File: config.mk
export PLATFORM = sky130hd
export DESIGN_NAME = mem_bus_arbiter_flat
export DESIGN_NICKNAME = d
export VERILOG_FILES = /design/src/rtl/mem_bus_arbiter_if.sv /design/src/rtl/mem_bus_arbiter.sv /design/src/flat_wrapper.sv
export SDC_FILE = /design/constraint.sdc
export NUM_CORES = 1
export LEC_CHECK = 0
export CAP_MARGIN = 25
export CORE_ASPECT_RATIO = 0.7
export CORE_MARGIN = 3
export CORE_UTILIZATION = 25
export CTS_BUF_LIST = sky130_fd_sc_hd__clkbuf_8 sky130_fd_sc_hd__clkbuf_16
export CTS_CLUSTER_SIZE = 25
export DETAILED_ROUTE_END_ITERATION = 10
export PLACE_DENSITY = 0.51
export SYNTH_ARGS = -nofsm -noshare
export SYNTH_HDL_FRONTEND = slang
export SYNTH_SLANG_ARGS = --single-unit
File: constraint.sdc
create_clock -name clk -period 4.5 [get_ports clk]
set_input_delay 0.9 -clock clk [delete_from_list [all_inputs] [get_ports clk]]
set_output_delay 0.9 -clock clk [all_outputs]
set_load 0.03 [all_outputs]
File: src/rtl/mem_bus_arbiter_if.sv
// Bus bundle between the two requesters, the arbiter and the main-memory port.
//   req/we         per-requester request level and write enable (bit n = requester n)
//   addr0/addr1    requester addresses
//   wdata0/wdata1  requester write data
//   grant/ack/err  one-hot owner, one-cycle completion pulse, timeout flag (valid with ack)
//   rdata          read data returned to the owner, valid with ack
//   mem_*          single memory port: valid/we/addr/wdata out, ready/rdata back
// Modport slave is the arbiter's view; master is the requester/memory side.
interface mem_bus_arbiter_if #(
    parameter int ADDR_W = 15,
    parameter int DATA_W = 16
);
    logic [1:0]        req;
    logic [1:0]        we;
    logic [ADDR_W-1:0] addr0;
    logic [ADDR_W-1:0] addr1;
    logic [DATA_W-1:0] wdata0;
    logic [DATA_W-1:0] wdata1;
    logic [1:0]        grant;
    logic [1:0]        ack;
    logic              err;
    logic [DATA_W-1:0] rdata;
    logic              mem_valid;
    logic              mem_we;
    logic [ADDR_W-1:0] mem_addr;
    logic [DATA_W-1:0] mem_wdata;
    logic              mem_ready;
    logic [DATA_W-1:0] mem_rdata;

    modport slave (
        input  req, we, addr0, addr1, wdata0, wdata1, mem_ready, mem_rdata,
        output grant, ack, err, rdata, mem_valid, mem_we, mem_addr, mem_wdata
    );

    modport master (
        output req, we, addr0, addr1, wdata0, wdata1, mem_ready, mem_rdata,
        input  grant, ack, err, rdata, mem_valid, mem_we, mem_addr, mem_wdata
    );
endinterface

File: src/rtl/mem_bus_arbiter.sv
// Two-port round-robin arbiter for the single main-memory port.
// Ports:
//   clk    system clock, rising edge
//   rst_n  asynchronous active-low reset
//   bus    mem_bus_arbiter_if.slave: requester side (req/we/addr/wdata in,
//          grant/ack/err/rdata out) and memory side (mem_* out, mem_ready/mem_rdata in)
// The winner owns the memory port for the whole transaction; a watchdog
// aborts with err=1 if mem_ready has not arrived after TIMEOUT BUSY cycles.
//
// state | meaning
// IDLE  | no owner; pick a winner from req and latch its command
// BUSY  | mem_valid high, command held, waiting on mem_ready or timeout
// DONE  | one-cycle ack to the owner, owner recorded for round-robin
module mem_bus_arbiter #(
    parameter int ADDR_W  = 15,
    parameter int DATA_W  = 16,
    parameter int TIMEOUT = 64
) (
    input logic             clk,
    input logic             rst_n,
    mem_bus_arbiter_if.slave bus
);
    localparam int TIMER_W = $clog2(TIMEOUT) + 1;
    localparam logic [TIMER_W-1:0] TIMER_LAST = TIMER_W'(TIMEOUT - 1);

    typedef enum logic [1:0] {IDLE, BUSY, DONE} state_t;

    state_t            state_q,     state_nxt;
    logic [1:0]        grant_q,     grant_nxt;
    logic [1:0]        ack_q,       ack_nxt;
    logic              err_q,       err_nxt;
    logic [DATA_W-1:0] rdata_q,     rdata_nxt;
    logic              mem_valid_q, mem_valid_nxt;
    logic              mem_we_q,    mem_we_nxt;
    logic [ADDR_W-1:0] mem_addr_q,  mem_addr_nxt;
    logic [DATA_W-1:0] mem_wdata_q, mem_wdata_nxt;
    logic              last_q,      last_nxt;
    logic [TIMER_W-1:0] timer_q,    timer_nxt;
    logic              pick1;

    always_ff @(posedge clk or negedge rst_n) begin
        if (!rst_n) begin
            state_q     <= IDLE;
            grant_q     <= '0;
            ack_q       <= '0;
            err_q       <= 1'b0;
            rdata_q     <= '0;
            mem_valid_q <= 1'b0;
            mem_we_q    <= 1'b0;
            mem_addr_q  <= '0;
            mem_wdata_q <= '0;
            last_q      <= 1'b1;
            timer_q     <= '0;
        end else begin
            state_q     <= state_nxt;
            grant_q     <= grant_nxt;
            ack_q       <= ack_nxt;
            err_q       <= err_nxt;
            rdata_q     <= rdata_nxt;
            mem_valid_q <= mem_valid_nxt;
            mem_we_q    <= mem_we_nxt;
            mem_addr_q  <= mem_addr_nxt;
            mem_wdata_q <= mem_wdata_nxt;
            last_q      <= last_nxt;
            timer_q     <= timer_nxt;
        end
    end

    always_comb begin
        state_nxt     = state_q;
        grant_nxt     = grant_q;
        ack_nxt       = '0;
        err_nxt       = err_q;
        rdata_nxt     = rdata_q;
        mem_valid_nxt = mem_valid_q;
        mem_we_nxt    = mem_we_q;
        mem_addr_nxt  = mem_addr_q;
        mem_wdata_nxt = mem_wdata_q;
        last_nxt      = last_q;
        timer_nxt     = timer_q;
        pick1         = 1'b0;

        case (state_q)
            IDLE: begin
                if (bus.req != 2'b00) begin
                    // On a tie the requester that did not own the port last wins.
                    if (bus.req == 2'b11) pick1 = ~last_q;
                    else                  pick1 = bus.req[1];
                    grant_nxt     = pick1 ? 2'b10 : 2'b01;
                    mem_we_nxt    = pick1 ? bus.we[1] : bus.we[0];
                    mem_addr_nxt  = pick1 ? bus.addr1 : bus.addr0;
                    mem_wdata_nxt = pick1 ? bus.wdata1 : bus.wdata0;
                    mem_valid_nxt = 1'b1;
                    timer_nxt     = '0;
                    state_nxt     = BUSY;
                end
            end
            BUSY: begin
                // A late mem_ready in the final watchdog cycle still completes normally.
                if (bus.mem_ready) begin
                    if (!mem_we_q) rdata_nxt = bus.mem_rdata;
                    err_nxt       = 1'b0;
                    mem_valid_nxt = 1'b0;
                    ack_nxt       = grant_q;
                    state_nxt     = DONE;
                end else if (timer_q == TIMER_LAST) begin
                    err_nxt       = 1'b1;
                    rdata_nxt     = '0;
                    mem_valid_nxt = 1'b0;
                    ack_nxt       = grant_q;
                    state_nxt     = DONE;
                end else begin
                    timer_nxt = timer_q + TIMER_W'(1);
                end
            end
            DONE: begin
                last_nxt  = grant_q[1];
                grant_nxt = '0;
                state_nxt = IDLE;
            end
            default: begin
                state_nxt = IDLE;
            end
        endcase
    end

    assign bus.grant     = grant_q;
    assign bus.ack       = ack_q;
    assign bus.err       = err_q;
    assign bus.rdata     = rdata_q;
    assign bus.mem_valid = mem_valid_q;
    assign bus.mem_we    = mem_we_q;
    assign bus.mem_addr  = mem_addr_q;
    assign bus.mem_wdata = mem_wdata_q;
endmodule

File: src/flat_wrapper.sv
// flat-port wrapper written by rule: the top's interface ports become plain ports
module mem_bus_arbiter_flat 
#(
    parameter int ADDR_W  = 15,
    parameter int DATA_W  = 16,
    parameter int TIMEOUT = 64
)
  (clk, rst_n, bus_req, bus_we, bus_addr0, bus_addr1, bus_wdata0, bus_wdata1, bus_mem_ready, bus_mem_rdata, bus_grant, bus_ack, bus_err, bus_rdata, bus_mem_valid, bus_mem_we, bus_mem_addr, bus_mem_wdata);
  mem_bus_arbiter_if #(.ADDR_W(ADDR_W), .DATA_W(DATA_W)) bus_i ();
  input logic clk;
  input logic rst_n;
  input wire logic [$bits(bus_i.req)-1:0] bus_req;
  input wire logic [$bits(bus_i.we)-1:0] bus_we;
  input wire logic [$bits(bus_i.addr0)-1:0] bus_addr0;
  input wire logic [$bits(bus_i.addr1)-1:0] bus_addr1;
  input wire logic [$bits(bus_i.wdata0)-1:0] bus_wdata0;
  input wire logic [$bits(bus_i.wdata1)-1:0] bus_wdata1;
  input wire logic [$bits(bus_i.mem_ready)-1:0] bus_mem_ready;
  input wire logic [$bits(bus_i.mem_rdata)-1:0] bus_mem_rdata;
  output wire logic [$bits(bus_i.grant)-1:0] bus_grant;
  output wire logic [$bits(bus_i.ack)-1:0] bus_ack;
  output wire logic [$bits(bus_i.err)-1:0] bus_err;
  output wire logic [$bits(bus_i.rdata)-1:0] bus_rdata;
  output wire logic [$bits(bus_i.mem_valid)-1:0] bus_mem_valid;
  output wire logic [$bits(bus_i.mem_we)-1:0] bus_mem_we;
  output wire logic [$bits(bus_i.mem_addr)-1:0] bus_mem_addr;
  output wire logic [$bits(bus_i.mem_wdata)-1:0] bus_mem_wdata;
  assign bus_i.req = bus_req;
  assign bus_i.we = bus_we;
  assign bus_i.addr0 = bus_addr0;
  assign bus_i.addr1 = bus_addr1;
  assign bus_i.wdata0 = bus_wdata0;
  assign bus_i.wdata1 = bus_wdata1;
  assign bus_i.mem_ready = bus_mem_ready;
  assign bus_i.mem_rdata = bus_mem_rdata;
  assign bus_grant = bus_i.grant;
  assign bus_ack = bus_i.ack;
  assign bus_err = bus_i.err;
  assign bus_rdata = bus_i.rdata;
  assign bus_mem_valid = bus_i.mem_valid;
  assign bus_mem_we = bus_i.mem_we;
  assign bus_mem_addr = bus_i.mem_addr;
  assign bus_mem_wdata = bus_i.mem_wdata;
  mem_bus_arbiter #(.ADDR_W(ADDR_W), .DATA_W(DATA_W), .TIMEOUT(TIMEOUT)) u_core (.clk(clk), .rst_n(rst_n), .bus(bus_i));
endmodule
# Word-level counts from Yosys, hierarchy flattened
# Cells that the tools add are included.
[word_totals]
register_bits = 64
inputBits = 85
output_inout_bits = 54
word_cells = 63
[op_classes]
n_addsub = 1
eq_ne = 9
mux = 29
bitwise_logic = 1
n_reduce_logical = 12
[op_table]
columns = ["cell", "count"]
rows = [
  ["16-bit two-way mux", 4],
  ["7-bit two-way mux", 3],
  ["2-bit two-way mux", 8],
  ["15-bit two-way mux", 1],
  ["7-bit one-hot mux with 2 select lines", 1],
  ["1-bit two-way mux", 9],
  ["2-bit one-hot mux with 2 select lines", 2],
  ["2-bit AND reduction", 4],
  ["2-bit nonzero test", 4],
  ["7-bit by 1-bit adder with 7-bit output, second input constant", 1],
  ["7-bit by 6-bit == test with 1-bit output, second input constant", 1],
  ["2-bit != test, second input constant", 3],
  ["3-bit AND reduction", 2],
  ["2-bit == test, second input constant", 2],
  ["4-bit AND reduction", 1],
  ["3-bit by 2-bit != test with 1-bit output, second input constant", 1],
  ["2-bit by 1-bit == test with 1-bit output, second input constant", 1],
  ["2-bit zero test", 1],
  ["2-bit by 1-bit != test with 1-bit output, second input constant", 1],
  ["1-bit one-hot mux with 2 select lines", 1],
  ["1-bit inverter", 1],
]

# Logic depth before layout (Yosys ltp)
[logic_depth]
depth_word = 7
depth_mapped = 6
depth_no_buf = 6

# Worst setup path after synthesis
# OpenSTA, ideal clock, no wires.
[synth_path]
path_kind = "input port to flip-flop"
start = "in bus_req[1]"
end = "reg u_core.mem_addr_q[1], in the netlist u_core.bus.mem_addr[1]"
setup_ps = 127
arrival_time_ps = 1702
required_time_ps = 4373
slack_ps = 2671
cell_stages = 6
path_buffers = 2
path_cell_list = "nand2b_1 -> and3_1 -> clkbuf_1 -> buf_2 -> a222oi_1 -> inv_1"
[synth_between]
elab_chain_cells = 5
elab_cells_between_ends = 7
cone_classes = "eq/ne: 1; mux: 4; reduce/logical: 2"
[synth_rtl]
columns = ["element", "line_no", "rtl"]
rows = [
  ["start: declaration", "flat_wrapper.sv:12", "input wire logic [$bits(bus_i.req)-1:0] bus_req;"],
  ["2-bit == test", "mem_bus_arbiter.sv:87", "if (bus.req == 2'b11) pick1 = ~last_q;"],
  ["1-bit two-way mux", "mem_bus_arbiter.sv:87", ""],
  ["1-bit two-way mux", "mem_bus_arbiter.sv:85", "if (bus.req != 2'b00) begin"],
  ["1-bit two-way mux", "mem_bus_arbiter.sv:83", "case (state_q)"],
  ["15-bit two-way mux", "mem_bus_arbiter.sv:91", "mem_addr_nxt = pick1 ? bus.addr1 : bus.addr0;"],
  ["end signal: assignment", "mem_bus_arbiter.sv:62", "mem_addr_q <= mem_addr_nxt;"],
  ["end: declaration", "mem_bus_arbiter.sv:35", "logic [ADDR_W-1:0] mem_addr_q, mem_addr_nxt;"],
]
# Parallel ways exist; a longest one is shown, timed or not. The select of a mux whose other input is x is not followed.
# A chain may end at the register's enable or synchronous reset.

# Final worst setup path
[layout_path]
start = "reg u_core.mem_we_q, in the netlist u_core.bus.mem_we"
end = "out bus_mem_we"
[layout_lines]
columns = ["element", "line_no", "rtl"]
rows = [
  ["start: declaration", "mem_bus_arbiter.sv:34", "logic mem_we_q, mem_we_nxt;"],
  ["start signal: assignment", "mem_bus_arbiter.sv:61", "mem_we_q <= mem_we_nxt;"],
  ["end: declaration", "flat_wrapper.sv:25", "output wire logic [$bits(bus_i.mem_we)-1:0] bus_mem_we;"],
]
# No word-level cell between the ends.

==> results.toml <==
[clocking]
clk_pin_slew_ns = 0.05
cts_buffer_depth = 2
post_cts_buffers = 0
cts_buffers = 9
clock-sinks = 64
ctsHtreeMaxLevel = 3
clk_latency_ns = 0.33
cts_hold_buffers = 0
root_buffer = "clkbuf_16"
cts_tree = "done"
cts_repair_resize_count = 0

[logic_synthesis]
synth_seq_area_share = 0.579
synth.yosys.warnings = 0
syn-cell-area_sq_mm = 0.00277
syn-num-nets = 322
yosys.area.top_type = "dfrtp_1"
synth.avg_cell_area_sq_um = 11.7
synth_cells = 236
yosys-top-cells-area = "dfrtp_1 57%, a222oi_1 12%, a22o_1 9.8%"
ys_ff_latch = 64
synth_cell_types = 30
yosysTopAreaCellShare = 0.570

[critical_path]
path_class = "reg -> out"
crit_chain = "clkdlybuf4s50_1"
reg2reg_depth = 5
slowest_stage = "clkdlybuf4s50_1"
reg2reg_to = "u_core.bus.mem_we"
arrival_ns = 1.92
required_ns = 3.60
worstPathMaxFanout = 20
cp_num_buf_inv = 1
reg2reg_slack_ns = 2.49
critical-path-top-delay-family = "buffers and inverters"
crit_path_end_kind = "primary output"
cp-start-kind = "flip-flop"
r2r_start = "u_core.last_q"
max_stage_delay_ns = 0.80

[sta]
setup_viol = 0
max_slew.worst_pin.slew_ns = 0.972
hold_slack_ns = 0.440
fmax_mhz = 355
final.setup.tns_ns = 0
slew_violations = 0
worst_clock_skew_ns = 0.00730
grt_setup_unrepaired = "false"
max_slew_margin = 0.352
layout_worst_path_cycle_share = 0.627
hold_viol = 0
fin_crit_ns = 2.82

[global_route]
grt_pass1_wl_um = 13700
grtUsageTotal = 0.140
grt_pass1_vias = 2544
overflow = 0
grt_max_degree = 37
antenna_found_initial = 0

[power_and_ir_drop]
power_density_mw_per_mm2 = 745
p_leak_nw = 2.05
ir_drop_v = 0.000313
finalPower_mw = 3.42

[routing]
vias_per_cell = 4.74
drt_wl_total_um = 8530
dr_total_vias = 2486
drt-pass1-iter-count = 5
ant_nets = 0
remaining_drc_errors = 0
drtIter0Drc = 261
wl_per_cell_um = 16.2

[place]
portBuffers = 138
dpl.hpwl_um = 6000
place.gp.congestion = 0.710
placed_cells = 509

[finish]
finish.utilization = 0.435
syn2layout_area_growth_pct = 66.0
final_common_cell = "clkdlybuf4s50_1"
final_cells = 525
nets = 458
drive_above_1_share = 0.0849
antenna_cells = 0
final_cell_mix = "137 x clkdlybuf4s50_1, 63 x dfrtp_1, 39 x inv_1"

[floorplan]
core_area_sq_mm = 0.0106
die_height_um = 94.0
start_util = 0.262
ios = 139
die_w_um = 132
die_area_sq_mm = 0.0124
rows = 31

[status]
outcome = "completed"

[hold_path]
hold_class = "in -> async"

[flow_run]
drv_cap = 0
==> layer usage <==
layer	wire length, um	vias to the layer above	GRT usage
met5	0	-	0
li1	-	1172	-
met4	74	0	0.0341
met1	3980	1219	0.189
met2	3870	86	0.211
met3	601	9	0.0584
==> worst reg2reg max path: cells and delay by family (launching register included) <==
family	cells	cell delay (ns)
DFF	1	0.55
AOI/OAI and AO/OA	1	0.10
buffers and inverters	2	0.40
and+or+nand+nor	2	0.90
==> cells by family (layout without fill, tap and decap cells) <==
kind of cell             count (synthesis)  after routing  synth area share
AO/OA/AOI/OAI                           84             84             0.267
flip-flops                              64             64             0.579
multiplexers                             2              2           0.00724
AND/OR/NAND/NOR                         29             29            0.0579
buffers and inverters                   56            197            0.0837
adder cells (fa/ha/maj)                  1              1           0.00452
==> flip-flops by register name (all words and copies together), names as in the netlist <==
name	count
u_core.bus.mem_valid	1
u_core.bus.mem_addr	15
u_core.bus.mem_wdata	16
u_core.bus.ack	2
u_core.bus.grant	2
u_core.bus.mem_we	1
u_core.bus.err	1
u_core.timer_q	7
u_core.last_q	1
u_core.bus.rdata	16
u_core.state_q	2
==> stage by stage <==
stage | instance area [sq um] | worst slack (ns)
2_1_floorplan | 2770 | 2.67
3_3_place_gp | 4270 | 1.71
3_5_place_dp | 4290 | 1.68
4_1_cts | 4590 | 1.62
5_1_grt | 4590 | 1.57
6_report | 4590 | 1.68
==> where the power goes <==
part	total, mW	internal, mW	switching [mW]	leakage, nW
Sequential	1.03	0.836	0.197	0.796
Combinational	1.70	0.774	0.923	1.10
Clock	0.690	0.452	0.238	0.158
Total	3.42	2.06	1.36	2.05
==> layout make-up <==
type,count,area [sq um]
sequential,64,1600
tap,148,185
multi-input combinational,116,932
clock buffer,11,253
timing repair buffer,144,1430
fill,1021,5960
clock inverter,5,47.5
inverter,37,139
==> synthesized netlist by cell type <==
| cell type | n |
|---|---|
| nor3_2 | 1 |
| nand2b_1 | 3 |
| a222oi_1 | 32 |
| ha_1 | 1 |
| nor2_1 | 4 |
| a22o_1 | 31 |
| or3_4 | 1 |
| a21boi_2 | 1 |
| nand2_1 | 8 |
| nand3_1 | 1 |
| o21ai_2 | 2 |
| o21ai_0 | 4 |
| a21oi_1 | 6 |
| and2b_1 | 1 |
| mux2i_1 | 2 |
| a31o_2 | 2 |
| a31o_1 | 1 |
| dfrtp_1 | 63 |
| dfstp_2 | 1 |
| nor2_2 | 2 |
| o2bb2ai_1 | 4 |
| buf_6 | 1 |
| clkbuf_1 | 7 |
| nor3_1 | 3 |
| inv_1 | 37 |
| buf_2 | 11 |
| and3_1 | 3 |
| nand3_2 | 1 |
| and2_1 | 1 |
| a21boi_0 | 1 |
==> worst max-delay path by stage <==
stage,cells past startpoint,end,from,slack (ns)
floorplan,6,u_core.bus.mem_addr[1],bus_req[1],2.67
global route,1,bus_mem_we,u_core.bus.mem_we,1.57
detailed placement,6,u_core.bus.mem_we,bus_req[1],1.68
finish,1,bus_mem_we,u_core.bus.mem_we,1.68
global placement,4,u_core.timer_q[5],bus_req[1],1.71
CTS,1,bus_mem_we,u_core.bus.mem_we,1.62
Note: power is estimated with default switching activity, not from simulation.
